===== src/rtl/mem_arbiter_pkg.sv =====
// Shared constants for the CPU/debug memory arbiter: default widths, FSM state and owner codes.
`ifndef WORDSIZE
`define WORDSIZE 8
`endif
`ifndef ADDRSIZE
`define ADDRSIZE 8
`endif

package mem_arbiter_pkg;

  typedef enum logic [1:0] {
    IDLE   = 2'd0,
    ACCESS = 2'd1,
    RESP   = 2'd2
  } state_e;

  typedef enum logic {
    OWN_CPU = 1'b0,
    OWN_DBG = 1'b1
  } owner_e;

endpackage


===== src/rtl/mem_arb_pick.sv =====
// Conflict resolver between CPU and debug requests.
// MEM_ARB_ROUND_ROBIN_EN: alternate on conflict using last winner; otherwise debug always wins.
module mem_arb_pick
  import mem_arbiter_pkg::*;
(
  input  logic   cpu_req_i,
  input  logic   dbg_req_i,
`ifdef MEM_ARB_ROUND_ROBIN_EN
  input  owner_e last_i,
`endif
  output owner_e winner_o
);

  always_comb begin
    winner_o = OWN_CPU;
    if (cpu_req_i && dbg_req_i) begin
`ifdef MEM_ARB_ROUND_ROBIN_EN
      winner_o = (last_i == OWN_CPU) ? OWN_DBG : OWN_CPU;
`else
      winner_o = OWN_DBG;
`endif
    end else if (dbg_req_i) begin
      winner_o = OWN_DBG;
    end
  end

endmodule


===== src/rtl/mem_arbiter.sv =====
// Two-port (CPU / debug loader) arbiter in front of one synchronous-read RAM port.
// Build option MEM_ARB_ROUND_ROBIN_EN: round-robin on conflict instead of debug-first priority.
`ifndef WORDSIZE
`define WORDSIZE 8
`endif
`ifndef ADDRSIZE
`define ADDRSIZE 8
`endif

module mem_arbiter
  import mem_arbiter_pkg::*;
#(
  parameter int DW = `WORDSIZE,
  parameter int AW = `ADDRSIZE
) (
  input  logic          clk,
  input  logic          rst_n,
  input  logic          cpu_req_i,
  input  logic          cpu_we_i,
  input  logic [AW-1:0] cpu_addr_i,
  input  logic [DW-1:0] cpu_data_i,
  output logic          cpu_ack_o,
  output logic [DW-1:0] cpu_data_o,
  output logic          cpu_stall_o,
  input  logic          dbg_req_i,
  input  logic          dbg_we_i,
  input  logic [AW-1:0] dbg_addr_i,
  input  logic [DW-1:0] dbg_data_i,
  output logic          dbg_ack_o,
  output logic [DW-1:0] dbg_data_o,
  output logic [AW-1:0] ram_addr_o,
  output logic          ram_we_o,
  output logic [DW-1:0] ram_data_o,
  input  logic [DW-1:0] ram_data_i,
  output logic          grant_dbg_o
);

  // state  | meaning
  // IDLE   | no grant; requests sampled, winner latched as owner
  // ACCESS | RAM driven with owner's address/data/we
  // RESP   | owner's ack high; RAM read data captured at the end
  state_e        state_q, state_d;
  owner_e        owner_q, owner_d, winner;
  logic          any_req;
  logic [AW-1:0] ram_addr_q, ram_addr_d;
  logic [DW-1:0] ram_data_q, ram_data_d;
  logic          ram_we_q, ram_we_d;
  logic          cpu_ack_q, cpu_ack_d, dbg_ack_q, dbg_ack_d;
  logic [DW-1:0] cpu_data_q, cpu_data_d, dbg_data_q, dbg_data_d;

  assign any_req = cpu_req_i | dbg_req_i;

`ifdef MEM_ARB_ROUND_ROBIN_EN
  owner_e last_q, last_d;

  always_comb begin
    last_d = last_q;
    if (state_q == IDLE && any_req) last_d = winner;
  end

  always_ff @(posedge clk or negedge rst_n) begin
    if (!rst_n) last_q <= OWN_CPU;
    else        last_q <= last_d;
  end
`endif

  mem_arb_pick u_pick (
    .cpu_req_i (cpu_req_i),
    .dbg_req_i (dbg_req_i),
`ifdef MEM_ARB_ROUND_ROBIN_EN
    .last_i    (last_q),
`endif
    .winner_o  (winner)
  );

  always_ff @(posedge clk or negedge rst_n) begin
    if (!rst_n) begin
      state_q    <= IDLE;
      owner_q    <= OWN_CPU;
      ram_addr_q <= '0;
      ram_data_q <= '0;
      ram_we_q   <= 1'b0;
      cpu_ack_q  <= 1'b0;
      dbg_ack_q  <= 1'b0;
      cpu_data_q <= '0;
      dbg_data_q <= '0;
    end else begin
      state_q    <= state_d;
      owner_q    <= owner_d;
      ram_addr_q <= ram_addr_d;
      ram_data_q <= ram_data_d;
      ram_we_q   <= ram_we_d;
      cpu_ack_q  <= cpu_ack_d;
      dbg_ack_q  <= dbg_ack_d;
      cpu_data_q <= cpu_data_d;
      dbg_data_q <= dbg_data_d;
    end
  end

  always_comb begin
    state_d = state_q;
    owner_d = owner_q;
    case (state_q)
      IDLE: begin
        if (any_req) begin
          state_d = ACCESS;
          owner_d = winner;
        end
      end
      ACCESS:  state_d = RESP;
      RESP:    state_d = IDLE;
      default: state_d = IDLE;
    endcase
  end

  // RAM controls are registered on the grant edge so they are valid for the whole ACCESS cycle.
  always_comb begin
    ram_addr_d = ram_addr_q;
    ram_data_d = ram_data_q;
    ram_we_d   = 1'b0;
    cpu_ack_d  = 1'b0;
    dbg_ack_d  = 1'b0;
    cpu_data_d = cpu_data_q;
    dbg_data_d = dbg_data_q;
    if (state_q == IDLE && any_req) begin
      if (winner == OWN_DBG) begin
        ram_addr_d = dbg_addr_i;
        ram_data_d = dbg_data_i;
        ram_we_d   = dbg_we_i;
      end else begin
        ram_addr_d = cpu_addr_i;
        ram_data_d = cpu_data_i;
        ram_we_d   = cpu_we_i;
      end
    end
    if (state_q == ACCESS) begin
      cpu_ack_d = (owner_q == OWN_CPU);
      dbg_ack_d = (owner_q == OWN_DBG);
    end
    if (state_q == RESP) begin
      if (owner_q == OWN_DBG) dbg_data_d = ram_data_i;
      else                    cpu_data_d = ram_data_i;
    end
  end

  assign ram_addr_o  = ram_addr_q;
  assign ram_data_o  = ram_data_q;
  assign ram_we_o    = ram_we_q;
  assign cpu_ack_o   = cpu_ack_q;
  assign dbg_ack_o   = dbg_ack_q;
  assign cpu_data_o  = cpu_data_q;
  assign dbg_data_o  = dbg_data_q;
  assign cpu_stall_o = cpu_req_i & ~cpu_ack_q;
  assign grant_dbg_o = (state_q != IDLE) && (owner_q == OWN_DBG);

endmodule


===== config.mk =====
export PLATFORM = sky130hd
export DESIGN_NAME = mem_arbiter
export DESIGN_NICKNAME = d
export VERILOG_FILES = /design/src/rtl/mem_arbiter_pkg.sv /design/src/rtl/mem_arb_pick.sv /design/src/rtl/mem_arbiter.sv
export SDC_FILE = /design/constraint.sdc
export NUM_CORES = 1
export LEC_CHECK = 0
export CORE_MARGIN = 1
export CORE_UTILIZATION = 41
export CTS_BUF_LIST = sky130_fd_sc_hd__clkbuf_4
export DETAILED_ROUTE_END_ITERATION = 6
export GPL_TIMING_DRIVEN = 0
export PLACE_DENSITY = 0.84
export SETUP_SLACK_MARGIN = 0.3
export SLEW_MARGIN = 20
export SYNTH_ARGS = -nofsm -noshare
export SYNTH_HDL_FRONTEND = slang
export SYNTH_SLANG_ARGS = --single-unit

===== constraint.sdc =====
create_clock -name clk -period 2.1 [get_ports clk]
set_clock_uncertainty 0.1 [all_clocks]
set_input_delay 0.42 -clock clk [delete_from_list [all_inputs] [get_ports clk]]
set_output_delay 0.42 -clock clk [all_outputs]
set_load 0.05 [all_outputs]

-- Word level (Yosys, flattened, before mapping)
Index checks and enable logic that the tools add are counted.
- mux-type cells: 10
- eq/ne operators: 3
- reduce and logical (&&, ||, !) cells: 8
- bitwise gates (word level): 4
- operators by type and width (cell ; count):
    8-bit 2-to-1 mux ; 2
    1-bit 2-to-1 mux ; 6
    2-bit AND reduction ; 3
    2-bit one-hot mux with 2 select lines ; 1
    1-bit logical AND ; 3
    2-bit by 1-bit equality test with 1-bit output, second input constant ; 1
    2-bit equality test, second input constant ; 1
    2-bit logical NOT ; 1
    2-bit 2-to-1 mux ; 1
    2-bit != test, second input constant ; 1
    1-bit inverter ; 2
    2-bit nonzero test ; 1
    1-bit AND ; 1
    1-bit bitwise OR ; 1
- output and inout bits: 37
- bits in registers: 38
- input bits: 46
- logic and storage cells: 34

-- Depth between registers and ports, before layout
- word-level depth: 4
- mapped depth: 5
- gate-level depth less buffers: 3

-- Modules after synthesis
Synthesis repeated with hierarchy kept, for this count alone.
- cells, all modules: 102
- area, all modules: 1674.1 µm²
- by module, submodules not included (module ; instances ; area an instance (µm²) ; sequential area each (µm²) ; cells an instance):
    mem_arbiter ; 1 ; 1670.4 ; 950.9 ; 101
    mem_arb_pick ; 1 ; 3.8 ; 0.0 ; 1

-- Worst setup path before layout
Ideal clock, no wire load.
- path type: reg-to-output
- start: register cpu_ack_q (netlist: cpu_ack_o)
- end: output port cpu_stall_o
- path buffers: 0
- arrival: 1.318 ns
- data required time: 1.580 ns
- path slack: 0.262 ns
- cell stages (with the launch flop): 2
- path through: dfrtp_1 nor2b_1
- cells in the longest elaborated chain, start to end: 2
- RTL lines (what ; line ; text):
    from (decl) ; mem_arbiter.sv:48 ; logic cpu_ack_q, cpu_ack_d, dbg_ack_q, dbg_ack_d;
    from (signal assigned) ; mem_arbiter.sv:93 ; cpu_ack_q <= cpu_ack_d;
    1-bit inverter ; mem_arbiter.sv:153 ; assign cpu_stall_o = cpu_req_i & ~cpu_ack_q;
    1-bit AND ; mem_arbiter.sv:153 ;
    to (decl) ; mem_arbiter.sv:24 ; output logic cpu_stall_o,
Every way passes these cells.

-- Worst setup path after layout
- start: input port cpu_req_i
- end: output port cpu_stall_o
- cells in the longest elaborated chain, start to end: 1
- RTL lines (what ; line ; text):
    from (decl) ; mem_arbiter.sv:18 ; input logic cpu_req_i,
    1-bit AND ; mem_arbiter.sv:153 ;
Every way passes these cells.

==> summary.txt <==
Status
  • Status: finished, final reports clean

Logic synthesis
  • Cells after synthesis: roughly 100
  • Netlist cell types: 16
  • #FFs+latches synth: 38
  • Most common cell in the netlist: mux2_2
  • Area share of the largest cell type after synthesis: around 57%
  • Synth Flop Type: dfrtp_1
  • Top cells by count, synth: 40 x mux2_2, 38 x dfrtp_1, 8 x mux2_4
  • Synth warnings: 0
  • Yosys top cell by area: dfrtp_1
  • Share of flip-flops with an asynchronous set or reset: 100.0%
  • Synthesized area: between 1500 and 2000 um2
  • Synthesized netlist net count: about 150
  • Post-synth EDFFs: 0
  • Top cells by area, synth: dfrtp_1 57%, mux2_2 27%, mux2_4 7.2%, nor2b_1 1.5%, buf_6 1.3%
  • Syn Area/Cell: 16.24 um2
  • Seq/Total Area, Yosys: ~57%

Power
  • Power per cell area: roughly 1700 nW/um2
  • Leakage: approximately 1.1 nW
  • Peak supply drop: about 0.00081 V

Setup path
  • Required @ worst endpoint: roughly 1.6 ns
  • Crit path DAT: between 1 and 1.5 ns
  • Startpoint Class: input pin
  • CP max FO: 3
  • Worst Setup End Kind: primary output
  • Worst Reg2Reg Path Length in Cells: 6
  • Critical path class: in2out

Timing
  • Rel. slew slack: between 60% and 70%
  • RSZ-0062 raised after global routing: true
  • Measured slew at the worst slew-check pin: roughly 0.52 ns
  • WHS: approximately 0.38 ns
  • Achievable frequency: between 500 and 600 MHz
  • Fin. max-slew vios: 0
  • Final setup violation count: 0
  • Final worst path period share: between 80% and 90%
  • Min Tclk post-route: between 1.5 and 2 ns
  • Hold Fails Final Rpt: 0

CTS
  • Maximum clock insertion buffer count: 2
  • Root buffer cell: clkbuf_4
  • Worst-path clk slew: roughly 0.12 ns
  • CTS tree: yes
  • H-tree levels: 2
  • Worst-skew pair later-pin latency: approximately 0.33 ns
  • Total CTS buffers: 5
  • Sink Count: 38

Placement
  • PortBufs: just over 80
  • DP Cell Count: ~230
  • RD Place Congestion: roughly 0.66
  • Placed wire-length estimate: 2852 um
  • Area of placed instances: 2561 um2

Layout
  • Fill cell count: approximately 270
  • Post-route cell area: around 2600 um2
  • Layout area overhead: 56.77%
  • Number of inserted diodes: 0
  • Final core occ: 69.04%
  • Layout cell share with drive strength beyond 1: about two fifths
  • Post-Layout Cell Count: 244
  • Total Nets Final: approximately 240

GRT
  • Tot GR Track Use: a little under a fifth
  • GRT busiest layer: met2
  • M1 GR Usage: just over 20%
  • M3 GR Usage: under 10%
  • Pin count of the biggest net entering global routing: 28
  • Antenna violations before repair: 0
  • Met2 Use GR: around 33%
  • First-pass GRT wire length: ~5800 um
  • Overflow after GRT: 0
  • Vias in the first global route: ~1300

Job
  • MaxCap Viol Count: 0

Route
  • Residual DRC count: 0
  • Via count: about 1200
  • Routed wire length: ~3700 um
  • DR WL/cell: between 10 and 15 um
  • ANT nets after route: 0
  • Drt first-iter violations: 28
  • Drt pass-1 iters: 2
  • Post-DR vias/cell: roughly 4.8

Die
  • IO Pins: 83
  • DIE WIDTH: ~66 um
  • DIE AREA: approximately 4300 um2
  • Initial Utilization: 44.04%
  • DIE HEIGHT: around 66 um
  • Core Box Area: ~3800 um2
  • FP Rows: 22

Worst hold path
  • Worst Hold Class: in2async
[registers in the layout, indices dropped and copies added (netlist names)]
signal      cells
dbg_data_o      8
owner_q         1
cpu_data_o      8
ram_we_o        1
ram_addr_o      8
dbg_ack_o       1
state_q         2
cpu_ack_o       1
ram_data_o      8
[final timing paths]
path                                  to     startpoint  slack (ns)
setup / recovery             cpu_stall_o      cpu_req_i        0.32
hold / removal             ram_addr_o[6]          rst_n        0.38
setup reg to reg           ram_addr_o[3]     state_q[0]        0.48
hold reg to reg            ram_data_o[5]  ram_data_o[5]        0.41
max in group asynchronous     state_q[0]          rst_n        1.08
min in group clk           ram_data_o[1]      dbg_req_i        0.41
[per-stage QoR]
stage	setup TNS, ns	worst slack [ns]	power, mW
2_1_floorplan	0	0.5154	3.292
4_1_cts	0	0.05530	4.397
6_report	0	0.3205	4.454
3_5_place_dp	-0.2955	-0.2955	4.275
3_3_place_gp	-11.09	-0.2869	4.194
5_1_grt	0	0.2627	4.671
[per-layer routing]
layer | vias to the layer above | share of wire, %
met4 | 0 | 1.7
met3 | 6 | 5.2
met2 | 49 | 55
li1 | 548 | -
met1 | 568 | 38
met5 | - | 0
[cells in the final DEF, fill, tap and decap left out]
cell type / instances
buf_12: 2
and2b_1: 1
dfrtp_1: 36
clkbuf_2: 5
nand3b_1: 1
buf_2: 1
clkinvlp_4: 1
nand2_1: 1
nor2b_1: 3
dfrtp_2: 2
a22o_1: 1
mux2_4: 8
dlygate4sd3_1: 1
nor2b_4: 1
buf_6: 4
and2_1: 1
nor3b_4: 1
clkdlybuf4s50_1: 43
mux2i_1: 1
clkdlybuf4s15_2: 1
buf_4: 3
o21a_1: 1
clkinv_1: 1
clkbuf_4: 5
nor2_4: 1
clkdlybuf4s15_1: 22
clkinv_2: 1
mux2_2: 40
dlygate4sd2_1: 7
[layout make-up]
type / instances / area [um2] / area share [%]
Buffer: 4 / 50.05 / 1.908
Clock inverter: 3 / 16.27 / 0.6202
Timing Repair Buffer: 85 / 820.8 / 31.30
Tap cell: 48 / 60.06 / 2.290
Clock buffer: 5 / 37.54 / 1.431
Sequential cell: 38 / 953.4 / 36.35
Multi-Input combinational cell: 61 / 684.4 / 26.10
[logic make-up after synthesis]
family                 after synthesis  share of synthesized area (%)
multiplexers                        49                          34.70
flip-flops                          38                          56.84
AND/OR/NAND/NOR                     10                          4.488
buffers and inverters                4                          2.992
AO/OA/AOI/OAI                        2                         0.9726
[worst max-delay path: stages]
cell	delay (ns)
clkdlybuf4s50_1	0.52
nor2b_4	0.16
buf_6	0.16
[where the power goes]
group / internal, mW / switching (mW) / leakage [nW]
Clock: 0.125 / 0.234 / 0.0286
Sequential: 1.10 / 0.234 / 0.449
Combinational: 1.03 / 1.73 / 0.668
Total: 2.26 / 2.19 / 1.15
[timing repair]
item	4_1_cts	5_1_grt
pin swaps	0	1
hold buffers	1	0
endpoints found under the setup margin	37	29
hold endpoints to repair	11	0
buffers inserted	0	2
gates resized for setup	47	41
No activity file was read; power rests on OpenSTA's default activity.
